File: src/rtl/uart_tx_ctrl.sv
// UART transmit controller: start bit, DATA_W data bits LSB first, optional even parity, stop bit.
// Define UART_TX_PARITY_EN to compile in the parity bit (PARITY state).
module uart_tx_ctrl #(
   parameter int CLKS_PER_BIT = 868,
   parameter int DATA_W       = 8
) (
   input  logic              clk,
   input  logic              rst,
   input  logic              tx_start,
   input  logic [DATA_W-1:0] tx_data,
   output logic              tx_ready,
   output logic              tx_busy,
   output logic              tx_done,
   output logic              tx
);

   localparam int BAUD_W = $clog2(CLKS_PER_BIT);
   localparam int BIT_W  = $clog2(DATA_W + 1);
   localparam logic [BAUD_W-1:0] BAUD_TC  = BAUD_W'(CLKS_PER_BIT - 1);
   localparam logic [BIT_W-1:0]  BIT_LAST = BIT_W'(DATA_W - 1);

`ifdef UART_TX_PARITY_EN
   typedef enum logic [2:0] {IDLE, START, DATA, PARITY, STOP} state_t;
`else
   typedef enum logic [2:0] {IDLE, START, DATA, STOP} state_t;
`endif

   state_t             state, state_nxt;
   logic [BAUD_W-1:0]  baud_cnt, baud_nxt;
   logic [BIT_W-1:0]   bit_cnt, bit_nxt;
   logic [DATA_W-1:0]  shift_reg, shift_nxt;
   logic               done_nxt;
   logic               tx_nxt;
   logic               baud_tc;
`ifdef UART_TX_PARITY_EN
   logic               par, par_nxt;
`endif

   assign tx_ready = (state == IDLE);
   assign tx_busy  = ~tx_ready;
   assign baud_tc  = (baud_cnt == BAUD_TC);

   always_ff @(posedge clk or negedge rst) begin
      if (!rst) begin
         state     <= IDLE;
         baud_cnt  <= '0;
         bit_cnt   <= '0;
         shift_reg <= '0;
         tx_done   <= 1'b0;
         tx        <= 1'b1;
`ifdef UART_TX_PARITY_EN
         par       <= 1'b0;
`endif
      end else begin
         state     <= state_nxt;
         baud_cnt  <= baud_nxt;
         bit_cnt   <= bit_nxt;
         shift_reg <= shift_nxt;
         tx_done   <= done_nxt;
         tx        <= tx_nxt;
`ifdef UART_TX_PARITY_EN
         par       <= par_nxt;
`endif
      end
   end

   always_comb begin
      state_nxt = state;
      baud_nxt  = baud_tc ? '0 : baud_cnt + BAUD_W'(1);
      bit_nxt   = bit_cnt;
      shift_nxt = shift_reg;
      done_nxt  = 1'b0;
`ifdef UART_TX_PARITY_EN
      par_nxt   = par;
`endif
      case (state)
         IDLE: begin
            baud_nxt = '0;
            if (tx_start) begin
               shift_nxt = tx_data;
               bit_nxt   = '0;
               state_nxt = START;
`ifdef UART_TX_PARITY_EN
               par_nxt   = ^tx_data;
`endif
            end
         end
         START: if (baud_tc) state_nxt = DATA;
         DATA: begin
            if (baud_tc) begin
               shift_nxt = shift_reg >> 1;
               bit_nxt   = bit_cnt + BIT_W'(1);
               if (bit_cnt == BIT_LAST) begin
`ifdef UART_TX_PARITY_EN
                  state_nxt = PARITY;
`else
                  state_nxt = STOP;
`endif
               end
            end
         end
`ifdef UART_TX_PARITY_EN
         PARITY: if (baud_tc) state_nxt = STOP;
`endif
         STOP: begin
            if (baud_tc) begin
               state_nxt = IDLE;
               done_nxt  = 1'b1;
            end
         end
         default: state_nxt = IDLE;
      endcase

      // tx is derived from the next state so the registered line changes on the same edge as the state
      case (state_nxt)
         START:   tx_nxt = 1'b0;
         DATA:    tx_nxt = shift_nxt[0];
`ifdef UART_TX_PARITY_EN
         PARITY:  tx_nxt = par_nxt;
`endif
         default: tx_nxt = 1'b1;
      endcase
   end

endmodule

File: config.mk
export PLATFORM = sky130hd
export DESIGN_NAME = uart_tx_ctrl
export DESIGN_NICKNAME = d
export VERILOG_FILES = /design/src/rtl/uart_tx_ctrl.sv
export SDC_FILE = /design/constraint.sdc
export NUM_CORES = 1
export LEC_CHECK = 0
export CORE_ASPECT_RATIO = 1.1
export CORE_MARGIN = 8
export CORE_UTILIZATION = 49
export DETAILED_ROUTE_END_ITERATION = 6
export MAX_ROUTING_LAYER = met4
export PLACE_DENSITY = 0.82
export SLEW_MARGIN = 40
export SYNTH_ARGS = -nofsm -noshare
export SYNTH_HDL_FRONTEND = slang
export SYNTH_SLANG_ARGS = --single-unit
File: constraint.sdc
create_clock -name clk -period 1.8 [get_ports clk]
set_clock_uncertainty 0.15 [all_clocks]
set_input_delay 0.45 -clock clk [delete_from_list [all_inputs] [get_ports clk]]
set_output_delay 0.45 -clock clk [all_outputs]
set_load 0.01 [all_outputs]
Word-level counts from Yosys, hierarchy flattened
Index checks and enable logic that the tools add are counted.
{"block": "word_totals", "elab_cells": 39, "reg_bits": 27, "inputBits": 11}
{"block": "op_classes", "reduce_logical": 3, "n_eq_ne": 9, "n_addsub": 2, "bitwise": 1, "muxes": 17}
{"operator": "10-bit 2-to-1 mux", "count": 2}
{"operator": "8-bit 2-to-1 mux", "count": 2}
{"operator": "8-bit case mux with 2 select lines", "count": 1}
{"operator": "3-bit 2-to-1 mux", "count": 5}
{"operator": "3-bit case mux with 4 select lines", "count": 1}
{"operator": "10-bit by 1-bit adder with 10-bit output (second input constant)", "count": 1}
{"operator": "10-bit == test (second input constant)", "count": 1}
{"operator": "3-bit by 2-bit == test with 1-bit output (second input constant)", "count": 3}
{"operator": "4-bit 2-to-1 mux", "count": 2}
{"operator": "4-bit case mux with 2 select lines", "count": 1}
{"operator": "3-bit by 1-bit == test with 1-bit output (second input constant)", "count": 2}
{"operator": "4-bit by 1-bit adder with 4-bit output (second input constant)", "count": 1}
{"operator": "4-bit by 3-bit == test with 1-bit output (second input constant)", "count": 1}
{"operator": "2-bit inequality test (second input constant)", "count": 2}
{"operator": "3-bit logical NOT", "count": 1}
{"operator": "3-bit AND reduction", "count": 1}
{"operator": "1-bit 2-to-1 mux", "count": 2}
{"operator": "1-bit case mux with 2 select lines", "count": 1}
{"operator": "2-bit nonzero test", "count": 1}
{"operator": "1-bit NOT", "count": 1}

Logic depth before layout (Yosys ltp)
Gate-level depths: netlist of the first run.
{"block": "logic_depth", "word_depth": 6, "ltp_mapped": 5, "depth_no_buf": 5}

Least setup slack after synthesis of the first run
Ideal clock, no wire load.
{"block": "synth_timing", "path_kind": "register to register", "startpoint": "register baud_cnt[0]", "endpoint": "register bit_cnt[0]", "setup_time_ps": 66, "period_less_slack_ps": 1724, "arrival_time_ps": 1508, "required_time_ps": 1584, "path_slack_ps": 76, "path_buffers": 0, "stages_incl_launch_ff": 6, "path_cell_list": "dfrtp_1 > ha_1 > nor3b_4 > nand3_1 > nor3_2 > mux2_2"}
{"block": "synth_between", "elab_chain_cells": 3}
{"item": "start, declared", "line_no": "29", "source": "logic [BAUD_W-1:0] baud_cnt, baud_nxt;"}
{"item": "start signal, assigned", "line_no": "56", "source": "baud_cnt <= baud_nxt;"}
{"item": "10-bit == test", "line_no": "41", "source": "assign baud_tc = (baud_cnt == BAUD_TC);"}
{"item": "2-bit inequality test (no source line)"}
{"item": "3-bit AND reduction (no source line)"}
{"item": "end signal, assigned", "line_no": "57", "source": "bit_cnt <= bit_nxt;"}
{"item": "end, declared", "line_no": "30", "source": "logic [BIT_W-1:0] bit_cnt, bit_nxt;"}
No other way between the ends.
A chain may end at the register's enable or synchronous reset.

Final worst setup path of the first run
{"block": "layout_timing", "startpoint": "register baud_cnt[0]", "endpoint": "register bit_cnt[3]"}
The elaborated chain is that of the path after synthesis.

==> results of run 1 <==
[worst max-delay path, cell delays in order, from the launching register on]
cell and delay [ps]:
dfrtp_1 420, ha_4 170, nor3b_4 230, buf_4 160, nand4_4 130, buf_4 200, o21ai_0 240, a21oi_2 100
[per-layer routing]
layer | part of all wire | GRT usage
met5 | 0 | -
met4 | 0.028 | 0.0534
met3 | 0.035 | 0.0303
met2 | 0.54 | 0.249
met1 | 0.40 | 0.163
[cell type report]
type	instances	area share
multi-input combinational	82	0.387
sequential	27	0.377
timing repair buffer	38	0.187
tap	31	0.0216
clock buffer	4	0.0146
inverter	6	0.0125
[cells in the final DEF (no fill, tap or decap), types with 4 or more instances in the layout]
master,count
a221o_1,5
and2_1,6
buf_4,22
clkdlybuf4s50_1,10
dfrtp_1,26
inv_1,4
nand3_1,5
nor2_1,10
xor2_1,6
[power by group through the flow]
stage	Sequential (W)	Clock (W)	Combinational [W]
5_1_grt	0.000695	0.000309	0.000261
4_1_cts	0.000690	0.000265	0.000213
6_report	0.000691	0.000263	0.000238
2_1_floorplan	0.000694	0	0.0000917
3_3_place_gp	0.000694	0	0.000193
3_5_place_dp	0.000697	0	0.000204
[cells in the mapped netlist (2+ instances only)]
library cell  instances
a21oi_1               4
a221o_1               5
a31oi_1               3
and2_1                6
and3_1                4
and4bb_2              2
buf_2                 2
dfrtp_1              26
ha_1                  2
inv_1                 6
mux2_2                2
nand2_1               5
nand3_1               6
nor2_1               11
o21ai_0               4
or3_1                 2
xnor2_1               2
xor2_1                6
[what timing repair did]
| action | 4_1_cts | 5_1_grt |
|---|---|---|
| hold buffers | 0 | 0 |
| setup buffers | 1 | 3 |
| pin swaps | 7 | 8 |
| setup endpoints to repair | 23 | 25 |
| resized for setup | 23 | 14 |
[path summary, 6_finish.rpt]
| path | startpoint | to | slack (ps) | depth (start not counted) |
|---|---|---|---|---|
| setup / recovery | baud_cnt[0] | bit_cnt[3] | -90 | 7 |
| hold reg to reg | shift_reg[6] | shift_reg[6] | 360 | 1 |
| hold / removal | rst | baud_cnt[9] | 300 | 2 |
| min in group clk | shift_reg[6] | shift_reg[6] | 360 | 1 |
| max in group asynchronous | rst | tx | 960 | 2 |
| setup reg to reg | baud_cnt[0] | bit_cnt[3] | -90 | 7 |
[cell families after synthesis]
family,Yosys count,synth area share
AO/OA/AOI/OAI,21,0.115
adder cells (fa/ha/maj),2,0.0192
other,1,0.00287
AND/OR/NAND/NOR,47,0.239
flip-flops,27,0.518
buffers and inverters,9,0.0278
XOR/XNOR,8,0.0536
multiplexers,3,0.0249
[per-stage QoR]
stage          power (W)  cell area (um^2)
3_5_place_dp    0.000900              1650
3_3_place_gp    0.000887              1650
5_1_grt          0.00127              1800
4_1_cts          0.00117              1720
2_1_floorplan   0.000786              1310
6_report         0.00119              1800
==> impl_metrics.yaml, run 1 <==
pwr:
  switching_share: 0.262
  pwr-share-seq: 0.580
  p_sw_w: 0.000313
  ir_drop_mv: 0.680
  p_leak_nw: 0.837
  intPower_w: 0.000880
  comb_power_share: 0.200
  p_clk_frac: 0.221
  power_density_mw_per_mm2: 664
setup_path:
  crit_fanout: 5
  cp-start-kind: "register"
  cp-end-kind: "register"
  worst-setup-path-type: "register to register"
  arrival_ps: 1970
  worstPathRequired_ps: 1880
cells_and_area:
  utilization: 0.713
  fillers: 190
  regArea_um2: 677
  fin_nets: 171
  diodes: 0
  syn_to_final_growth_pct: 37.5
  layout-drive-gt1-share: 0.338
  largest_reg_flops: 10
  fin_cells: 188
  multi_input_area_um2: 696
sta:
  finalWorstSetupSlack_ps: -87.4
  whs_ps: 303
  fin_crit_sh: 1.05
  clock.fmax_mhz: 530
  drv_slew: 0
  setup_viol: 9
  period_minus_slack_ps: 1890
  grt_setup_unrepaired: "yes"
  finalHoldViolCount: 0
  setup_tns_ps: -274
detailed_routing:
  wl_per_cell_um: 16.3
  vias: 1059
  routed_wl_mm: 3.06
  first_iter_violations: 54
  detail-route-antenna-nets: 0
  drtPass1Iterations: 4
  vias_per_cell: 5.63
  drc: 0
clock_network:
  clkSinkCount: 27
  clk_latency_ps: 330
  cts_root_buf: "clkbuf_4"
  cts_tree: "done"
  clk_path_buf_depth: 2
  htree_levels: 1
  cts_buffers: 3
  clkSlewWorstSetupHoldPaths_ps: 140
yosys:
  syn_inst: 118
  synthArstFlopShare: 1.00
  syn_avg_cell_area_um2: 11.1
  yosysWarningCount: 0
  synth-edff-count: 0
  synth_top_area_frac: 0.498
  yosysUniqueCellTypes: 38
  seq_area_frac_synth: 0.518
  yosys.area.top_type: "dfrtp_1"
  synth_area_leaders: "dfrtp_1 50%, xor2_1 4.0%, a221o_1 3.8%, nor2_1 3.2%, and2_1 2.9%"
  ys_seq_elements: 27
  syn_nets: 131
  syn-cell-area_mm2: 0.00131
  ys.flop_type: "dfrtp_1"
global_route:
  grtUsageTotal: 0.146
  antenna_found_initial: 0
  grt_overflow: 0
  grt_pass1_vias: 1101
  grt_max_degree: 28
  grt_pass1_wl_mm: 5.24
place:
  dp.final_hpwl_mm: 2.18
  dp.cells: 182
  io_buffers: 14
  gp_routability_congestion: 0.771
  place_ws_ps: -330
die:
  die_x_um: 65.2
  row_count: 19
  io_pins: 15
  start_util: 0.518
  fp.dieH_um: 70.2
  dieArea_mm2: 0.00458
  core-area_mm2: 0.00252
run_status:
  status: "finished with violations"
  violations: "negative setup slack"
min_path:
  hold_path.class: "input pin to async pin"
job:
  drv_cap: 0
Power figures use the tool's default switching activity.
==> inputs of run 2 (changes only) <==
==> constraint.sdc (replaced) <==
create_clock -name clk -period 1.8 [get_ports clk]
set_clock_uncertainty 0.15 [all_clocks]
set_input_delay 0.27 -clock clk [delete_from_list [all_inputs] [get_ports clk]]
set_output_delay 0.27 -clock clk [all_outputs]
set_load 0.01 [all_outputs]
==> run 2 against run 1 <==
  * The run still ends with negative setup slack left
  * First-iteration DRC count shrank 56%
  * Total power grew 0.27%
  * Cell count grew 1.6%
  * Die area is the same
  * Global-route usage shrank 0.35 points
  * Critical path type unchanged
==> impl_metrics.yaml, run 2 (synthesis gave the netlist of run 1 again) <==
run_status:
  status: "finished with violations"
  violations: "negative setup slack"
setup_path:
  cp-end-kind: "register"
  crit_fanout: 7
  slowest_delay_ps: 440
  crit_path_start: "baud_cnt[1]"
  r2r-start: "baud_cnt[1]"
  worstPathRequired_ps: 1860
  critical-path-top-delay-family: "flip-flops"
  arrival_ps: 1880
  worst-setup-path-type: "register to register"
  crit_chain: "ha_4, nor3b_4, buf_4, nand3_2, nor3_2, buf_4, a221o_1"
  cp-start-kind: "register"
  critPathMostFrequentCell: "buf_4"
  critPathBufInv: 2
  crit_path_top_delay_cell: "dfrtp_1"
place:
  gp_routability_congestion: 0.842
  io_buffers: 14
  dp.final_hpwl_mm: 2.11
die:
  core-area_mm2: 0.00252
  dieArea_mm2: 0.00458
  die_x_um: 65.2
  start_util: 0.518
  io_pins: 15
  fp.dieH_um: 70.2
  row_count: 19
global_route:
  antenna_found_initial: 0
  grt_max_degree: 28
  grtUsageTotal: 0.143
  grt_pass1_wl_mm: 5.13
  grt_pass1_vias: 1211
  grt_overflow: 0
pwr:
  power_density_mw_per_mm2: 667
  p_leak_nw: 0.836
  ir_drop_mv: 0.561
sta:
  finalWorstSetupSlack_ps: -14.0
  period_minus_slack_ps: 1810
  finalHoldViolCount: 0
  fin_crit_sh: 1.01
  setup_tns_ps: -36.9
  grt_setup_unrepaired: "yes"
  clock.fmax_mhz: 551
  drv_slew: 0
  setup_viol: 4
detailed_routing:
  first_iter_violations: 24
  vias: 1059
  detail-route-antenna-nets: 0
  vias_per_cell: 5.54
  routed_wl_mm: 3.10
  drc: 0
  drtPass1Iterations: 4
  wl_per_cell_um: 16.2
cells_and_area:
  final_cell_mix: "25 x dfrtp_1, 25 x buf_4, 11 x clkdlybuf4s50_1, 10 x nor2_1"
  fillers: 185
  multi_input_area_um2: 683
  regArea_um2: 678
  diodes: 0
  largest_reg_flops: 10
  layout-drive-gt1-share: 0.350
  syn_to_final_growth_pct: 37.3
  utilization: 0.712
  fin_nets: 174
clock_network:
  clkSlewWorstSetupHoldPaths_ps: 140
  hold_buffers: 0
  cts_buffers: 3
  cts_tree: "done"
  clk_latency_ps: 320
  cts_root_buf: "clkbuf_4"
  clkSinkCount: 27
  clk_path_buf_depth: 2
  htree_levels: 1
job:
  drv_cap: 0
min_path:
  hold_path.class: "input pin to async pin"
run 2: final cells by class:
cell class | instances | area share
inverters | 6 | 0.0126
flip-flops and latches | 27 | 0.378
multi-input cells | 82 | 0.381
clock buffers | 4 | 0.0147
repair buffers | 41 | 0.192
well taps | 31 | 0.0216
run 2: timing repair:
item,4_1_cts,5_1_grt
gates cloned,0,0
endpoints found under the setup margin,23,24
pin swaps,2,8
resized for setup,18,12
endpoints found under the hold margin,0,0
buffers inserted,5,3
run 2: through the flow:
stage / setup WS [ps] / hold slack (ps) / area [um^2] / std cells / total power [W]
final: -14.0 / 148 / 1790 / 191 / 0.00120
after global routing: -102 / 176 / 1790 / 191 / 0.00125
after CTS: -69.4 / 151 / 1740 / 189 / 0.00117
after detailed placement: -161 / 337 / 1620 / 180 / 0.000898
after global placement: -89.5 / 313 / 1620 / 180 / 0.000885
after floorplan: 76.0 / -176 / 1310 / 118 / 0.000786
run 2: worst paths after layout:
path,endpoint,slack (ps),cells after the start
max,shift_reg[5],-10,7
min,baud_cnt[3],150,2
max reg2reg,shift_reg[5],-10,7
min reg2reg,shift_reg[6],360,1
max in group asynchronous,tx,1050,2
min in group clk,shift_reg[7],360,3
run 2: layer usage:
layer  up-vias  share of wire  track usage
met4         0          0.022       0.0801
li1        505              -            -
met3         6          0.034       0.0207
met1       528           0.39        0.140
met2        20           0.55        0.258
met5         -              0            -
run 2: worst reg2reg max path, stage by stage, from the launching register on:
cell and delay [ps]:
dfrtp_1 440, ha_4 180, nor3b_4 150, buf_4 140, nand3_2 90, nor3_2 50, buf_4 150, a221o_1 350
run 2: where the power goes:
group	switching (W)	internal, W	total [W]
clock network	0.000168	0.0000867	0.000254
logic	0.000110	0.000144	0.000253
registers	0.0000324	0.000656	0.000688
total	0.000310	0.000886	0.00120
